==> src/rtl/disp_scan_arbiter.sv <==
// -----------------------------------------------------------------------------
// disp_scan_arbiter
//
// Purpose:
//   Time-multiplexed scan controller for a 4-digit common-anode 7-segment
//   display, combined with a two-requester ownership arbiter. Ownership can
//   change only at frame boundaries. The winner's value, decimal points and
//   blanking are captured into a snapshot at that boundary, so a frame never
//   shows a mix of old and new data.
//
// Ports:
//   mclk            system clock; all logic is on the rising edge
//   rst             synchronous, active-high reset
//   req0 / req1     level requests for display ownership (req1 has priority)
//   val0 / val1     four hex nibbles; [3:0] is digit 0 (rightmost, an[0])
//   dp0 / dp1       per-digit decimal point, 1 = lit
//   blank0 / blank1 per-digit blank, 1 = anode held off
//   gnt             one-hot current owner {OWN1, OWN0}; 00 = idle
//   frame           one-cycle pulse following each frame-end edge
//   seg             active-low segments, seg[0]=a .. seg[6]=g
//   dp              active-low decimal point
//   an              active-low anodes
//   dbg_state       current arbiter state (IDLE=0, OWN0=1, OWN1=2)
// -----------------------------------------------------------------------------
module disp_scan_arbiter #(
   parameter int PRESCALE = 50000
) (
   input  logic        mclk,
   input  logic        rst,
   input  logic        req0,
   input  logic        req1,
   input  logic [15:0] val0,
   input  logic [15:0] val1,
   input  logic [3:0]  dp0,
   input  logic [3:0]  dp1,
   input  logic [3:0]  blank0,
   input  logic [3:0]  blank1,
   output logic [1:0]  gnt,
   output logic        frame,
   output logic [6:0]  seg,
   output logic        dp,
   output logic [3:0]  an,
   output logic [1:0]  dbg_state
);

   localparam int            PW   = $clog2(PRESCALE);
   localparam logic [PW-1:0] PMAX = PW'(PRESCALE - 1);

   typedef enum logic [1:0] {
      ST_IDLE = 2'd0,
      ST_OWN0 = 2'd1,
      ST_OWN1 = 2'd2
   } state_t;

   logic [PW-1:0] r_pcnt;
   logic [1:0]    r_digit;
   state_t        r_state;
   logic [15:0]   r_snap_val;
   logic [3:0]    r_snap_dp;
   logic [3:0]    r_snap_blank;

   logic          w_tick;
   logic          w_frame_end;
   state_t        w_state_nxt;
   logic [1:0]    w_digit_nxt;
   logic [15:0]   w_val_nxt;
   logic [3:0]    w_dpm_nxt;
   logic [3:0]    w_blank_nxt;
   logic [3:0]    w_nib;
   logic [6:0]    w_seg_hex;
   logic [6:0]    w_seg_nxt;
   logic          w_dp_nxt;
   logic [3:0]    w_an_nxt;

   assign w_tick      = (r_pcnt == PMAX);
   assign w_frame_end = w_tick && (r_digit == 2'd3);
   assign w_digit_nxt = w_frame_end ? 2'd0 : r_digit + 2'd1;
   assign dbg_state   = r_state;

   // Next-state and snapshot selection. Everything holds between frame ends;
   // at a frame end req1 wins over req0, and the winner's inputs are captured.
   always_comb begin
      w_state_nxt = r_state;
      w_val_nxt   = r_snap_val;
      w_dpm_nxt   = r_snap_dp;
      w_blank_nxt = r_snap_blank;
      if (w_frame_end) begin
         if (req1) begin
            w_state_nxt = ST_OWN1;
            w_val_nxt   = val1;
            w_dpm_nxt   = dp1;
            w_blank_nxt = blank1;
         end else if (req0) begin
            w_state_nxt = ST_OWN0;
            w_val_nxt   = val0;
            w_dpm_nxt   = dp0;
            w_blank_nxt = blank0;
         end else begin
            w_state_nxt = ST_IDLE;
         end
      end
   end

   // Decode for the digit about to be shown. Using the next state/snapshot
   // lets digit 0 of a new frame appear on the same edge as the new grant.
   always_comb begin
      w_nib = w_val_nxt[{w_digit_nxt, 2'b00} +: 4];
      case (w_nib)
         4'h0:    w_seg_hex = 7'h40;
         4'h1:    w_seg_hex = 7'h79;
         4'h2:    w_seg_hex = 7'h24;
         4'h3:    w_seg_hex = 7'h30;
         4'h4:    w_seg_hex = 7'h19;
         4'h5:    w_seg_hex = 7'h12;
         4'h6:    w_seg_hex = 7'h02;
         4'h7:    w_seg_hex = 7'h78;
         4'h8:    w_seg_hex = 7'h00;
         4'h9:    w_seg_hex = 7'h10;
         4'hA:    w_seg_hex = 7'h08;
         4'hB:    w_seg_hex = 7'h03;
         4'hC:    w_seg_hex = 7'h46;
         4'hD:    w_seg_hex = 7'h21;
         4'hE:    w_seg_hex = 7'h06;
         default: w_seg_hex = 7'h0E;
      endcase
      w_seg_nxt = 7'h7F;
      w_dp_nxt  = 1'b1;
      w_an_nxt  = 4'b1111;
      if ((w_state_nxt != ST_IDLE) && !w_blank_nxt[w_digit_nxt]) begin
         w_seg_nxt = w_seg_hex;
         w_dp_nxt  = ~w_dpm_nxt[w_digit_nxt];
         w_an_nxt  = ~(4'b0001 << w_digit_nxt);
      end
   end

   always_ff @(posedge mclk) begin
      if (rst) begin
         r_pcnt       <= '0;
         r_digit      <= 2'd0;
         r_state      <= ST_IDLE;
         r_snap_val   <= '0;
         r_snap_dp    <= '0;
         r_snap_blank <= '0;
         gnt          <= 2'b00;
         frame        <= 1'b0;
         seg          <= 7'h7F;
         dp           <= 1'b1;
         an           <= 4'b1111;
      end else begin
         r_pcnt       <= w_tick ? '0 : r_pcnt + PW'(1);
         r_state      <= w_state_nxt;
         r_snap_val   <= w_val_nxt;
         r_snap_dp    <= w_dpm_nxt;
         r_snap_blank <= w_blank_nxt;
         frame        <= w_frame_end;
         gnt          <= {w_state_nxt == ST_OWN1, w_state_nxt == ST_OWN0};
         if (w_tick) begin
            r_digit <= w_digit_nxt;
            seg     <= w_seg_nxt;
            dp      <= w_dp_nxt;
            an      <= w_an_nxt;
         end
      end
   end

endmodule

==> config.mk <==
export PLATFORM = sky130hd
export DESIGN_NAME = disp_scan_arbiter
export DESIGN_NICKNAME = d
export VERILOG_FILES = /design/src/rtl/disp_scan_arbiter.sv
export SDC_FILE = /design/constraint.sdc
export NUM_CORES = 1
export LEC_CHECK = 0
export BUFFER_PORTS_ARGS = -buffer_cell sky130_fd_sc_hd__buf_2
export CORE_MARGIN = 10
export CORE_UTILIZATION = 54
export CTS_CLUSTER_SIZE = 28
export DETAILED_ROUTE_END_ITERATION = 16
export GPL_TIMING_DRIVEN = 0
export PLACE_DENSITY = 0.81
export SLEW_MARGIN = 30
export SYNTH_ARGS = -nofsm -noshare
export SYNTH_HDL_FRONTEND = slang
export SYNTH_SLANG_ARGS = --single-unit
==> constraint.sdc <==
create_clock -name mclk -period 3.7 [get_ports mclk]
set_clock_uncertainty 0.05 [all_clocks]
set_input_delay 0.555 -clock mclk [delete_from_list [all_inputs] [get_ports mclk]]
set_output_delay 0.555 -clock mclk [all_outputs]
set_load 0.02 [all_outputs]
==> out/qor.yml <==
floorplan:
  die_area_um2: 9260
  io_pins: 69
  initial_core_util_pct: 56.30
  die_width_um: 96.23
  core_um2: 5574
  rows: 27
  dieHeight_um: 96.23
worst_setup_path:
  cp.required_ps: 3920
  end_kind: "flop"
  arrival_ps: 3560
  worst_setup_path_start_kind: "flop"
  critPathMaxFanout: 10
  worstSetupPathType: "reg -> reg"
layout:
  antennaDiodeCount: 0
  design_area_um2: 3804
  fin_cells: 527
  multi_input_area_um2: 1798
  layout-drive-gt1-share_pct: 23.74
  final_nets: 513
  regArea_um2: 1181
  fillers: 503
  area_growth_pct: 21.21
power_and_ir_drop:
  p_leak_nw: 1.553
  intPower_mw: 1.090
  p_per_area_nw_per_um2: 365.6
  pwr-share-seq_pct: 46.0
  swShare_pct: 21.61
  comb_power_share_pct: 5.8
  power.share.clock_pct: 48.2
  ir_worst_vdd_mv: 0.2300
  switchingPower_mw: 0.3005
routing:
  route.detailed.drc: 0
  dr.pass1.iters: 5
  drt_iter0_markers: 134
  avgViaCountPerCell: 5.639
  wl_per_cell_um: 15.38
  vias: 2972
  ant_nets: 0
  wl_um: 8106
placement:
  dp_hpwl_um: 6108
  dpl_cell_area_um2: 3568
  dp.cells: 511
  dpl_worst_slack_ps: 359.5
  io_buffers: 68
  routabilityCongestion: 0.9668
yosys:
  synth_area_leader_cell: "dfxtp_1"
  yosys-top-cells-area: "dfxtp_1 38%, nor2_1 7.9%, mux2i_1 5.1%, ha_1 4.4%, a21oi_1 3.7%"
  synth_seq_cells: 59
  synth-edff-count: 0
  syn_nets: 434
  synthCells: 371
  synth.distinct_cells: 56
  synthArstFlopShare_pct: 0
  syn_area_um2: 3138
  yosysSeqAreaShare_pct: 37.64
  synth_ff_type: "dfxtp_1"
  yosysWarnings: 0
  post-synth-top-area-fraction_pct: 37.64
  syn_area_per_cell_um2: 8.458
sta:
  min_period_ps: 3332
  setup_viol: 0
  slew_violations: 0
  relSlewSlack_pct: 54.80
  timing.final.crit_share_pct: 90.06
  max_slew.worst_pin.slew_ps: 678.0
  setup_ws_ps: 367.7
  max_freq_mhz: 300.1
  rsz0062_at_grt: "false"
  tns_ps: 0
  hold_viol: 0
cts:
  clk_latency_ps: 340
  clockBufferDepth: 2
  cts-root-buf: "clkbuf_8"
  cts_buffers: 9
  htreeDepth: 3
  tritoncts: "built"
  path_clk_slew_ps: 70
  holdBufCountCts: 0
  cts_sinks: 59
global_routing:
  grt_pass1_wl_um: 13370
  grt.total_usage_pct: 18.11
  grt_pass1_vias: 2971
  antenna_found_initial: 0
  grt_max_degree: 11
  grt_overflow: 0
worst_hold_path:
  hold_path_class: "in -> reg"
status:
  status: "complete, no violations"
job:
  cap_violations: 0
## layout by cell type (no fill, tap or decap), drive strengths merged, types with 2 or more instances in the layout
master,count
buf,78
nor2,67
dfxtp,59
a21oi,23
clkbuf,23
nand2,19
mux2i,16
inv,15
nand3,14
a211oi,14
o21a,11
ha,11
a31oi,11
o21ai,11
o22ai,10
nor3,9
and3,8
xor2,8
xnor2,6
o211ai,4
nand4,4
and2,4
and4,3
nand2b,2
mux2,2
a22oi,2
bufinv,2
nor4,2
## layer usage
layer / global-route usage (%) / wire [um] / vias up / part of all wire, %
met4: 8.354 / 229 / 0 / 2.8
met3: 3.891 / 468 / 19 / 5.8
met5: 0 / 0 / - / 0
met1: 22.22 / 3575 / 1375 / 44
li1: - / - / 1473 / -
met2: 29.60 / 3832 / 105 / 47
## state kept, by name, indices dropped and copies added, names as in the netlist
name and cells:
r_pcnt 16, r_snap_val 16, seg 7, an 4
r_snap_blank 4, r_snap_dp 4, dbg_state 2, gnt 2
r_digit 2, dp 1, frame 1
## synth_stat cells, types with 2 or more instances
cell,count
o21ai_1,5
a211oi_2,2
and3_1,8
a22oi_1,2
buf_2,4
nor2_1,66
o22ai_1,9
mux2i_1,16
and4_1,3
nand4_1,3
and2_1,3
o21a_1,11
nand3_1,14
a21oi_1,23
xor2_1,8
buf_6,2
xnor2_1,6
ha_1,11
a31oi_1,10
o21ai_0,6
dfxtp_1,59
inv_1,14
clkbuf_1,11
mux2_2,2
o211ai_1,4
nand2_1,18
nor3_1,9
nand2b_1,2
a211oi_1,11
buf_4,3
## final timing paths
path                startpoint  slack [ps]  cells past startpoint            to
setup / recovery    r_digit[0]         370                     12        seg[0]
hold / removal             rst         400                      2  dbg_state[0]
hold reg to reg   r_snap_dp[3]         420                      1  r_snap_dp[3]
setup reg to reg    r_digit[0]         370                     12        seg[0]
## power by group through the flow
stage / sequential, mW / combinational [mW] / clock, mW
after floorplan: 0.653 / 0.0416 / 0
after global placement: 0.654 / 0.0784 / 0
after detailed placement: 0.654 / 0.0808 / 0
after CTS: 0.640 / 0.0814 / 0.678
after global routing: 0.640 / 0.0903 / 0.702
final: 0.640 / 0.0811 / 0.670
## critical path, cell delays in order, from the launching register on
cell	delay (ps)
dfxtp_1	530
inv_1	240
ha_1	330
buf_4	160
mux2_2	370
a22oi_1	200
nor2_1	110
a211oi_4	320
ha_1	230
inv_1	70
nor3_1	330
a211oi_2	130
a31oi_1	170
## through the flow
stage | util, % | total power [mW] | hold WS, ps
6_report | 68.24 | 1.391 | 404.1
5_1_grt | 68.24 | 1.432 | 415.2
4_1_cts | 68.10 | 1.399 | 394.6
3_5_place_dp | 64.02 | 0.7346 | 406.5
3_3_place_gp | 64.02 | 0.7321 | 372.7
2_1_floorplan | - | 0.6950 | 363.2
## timing repair
action / CTS / global route
endpoints found under the setup margin: 0 / 2
resized for setup: 0 / 1
buffers inserted: 0 / 0
## cell families after synthesis
| kind of cell | share of synthesized area [%] |
|---|---|
| muxes | 5.821 |
| xor gates and xnor gates | 3.908 |
| DFF | 37.64 |
| adders and majority gates | 4.386 |
| and+or+nand+nor | 22.61 |
| AOI/OAI and AO/OA | 20.33 |
| buffers and inverters | 5.303 |
## final cells by class
type                       count  share of cell area, %
buffer                        21                  2.895
tap                           72                  2.368
timing repair buffer          68                  8.947
clock inverter                 4                  1.908
clock buffer                  12                  4.079
sequential                    59                  31.05
multi-input combinational    276                  47.27
inverter                      15                  1.480
(Power assumes the default switching activity.)
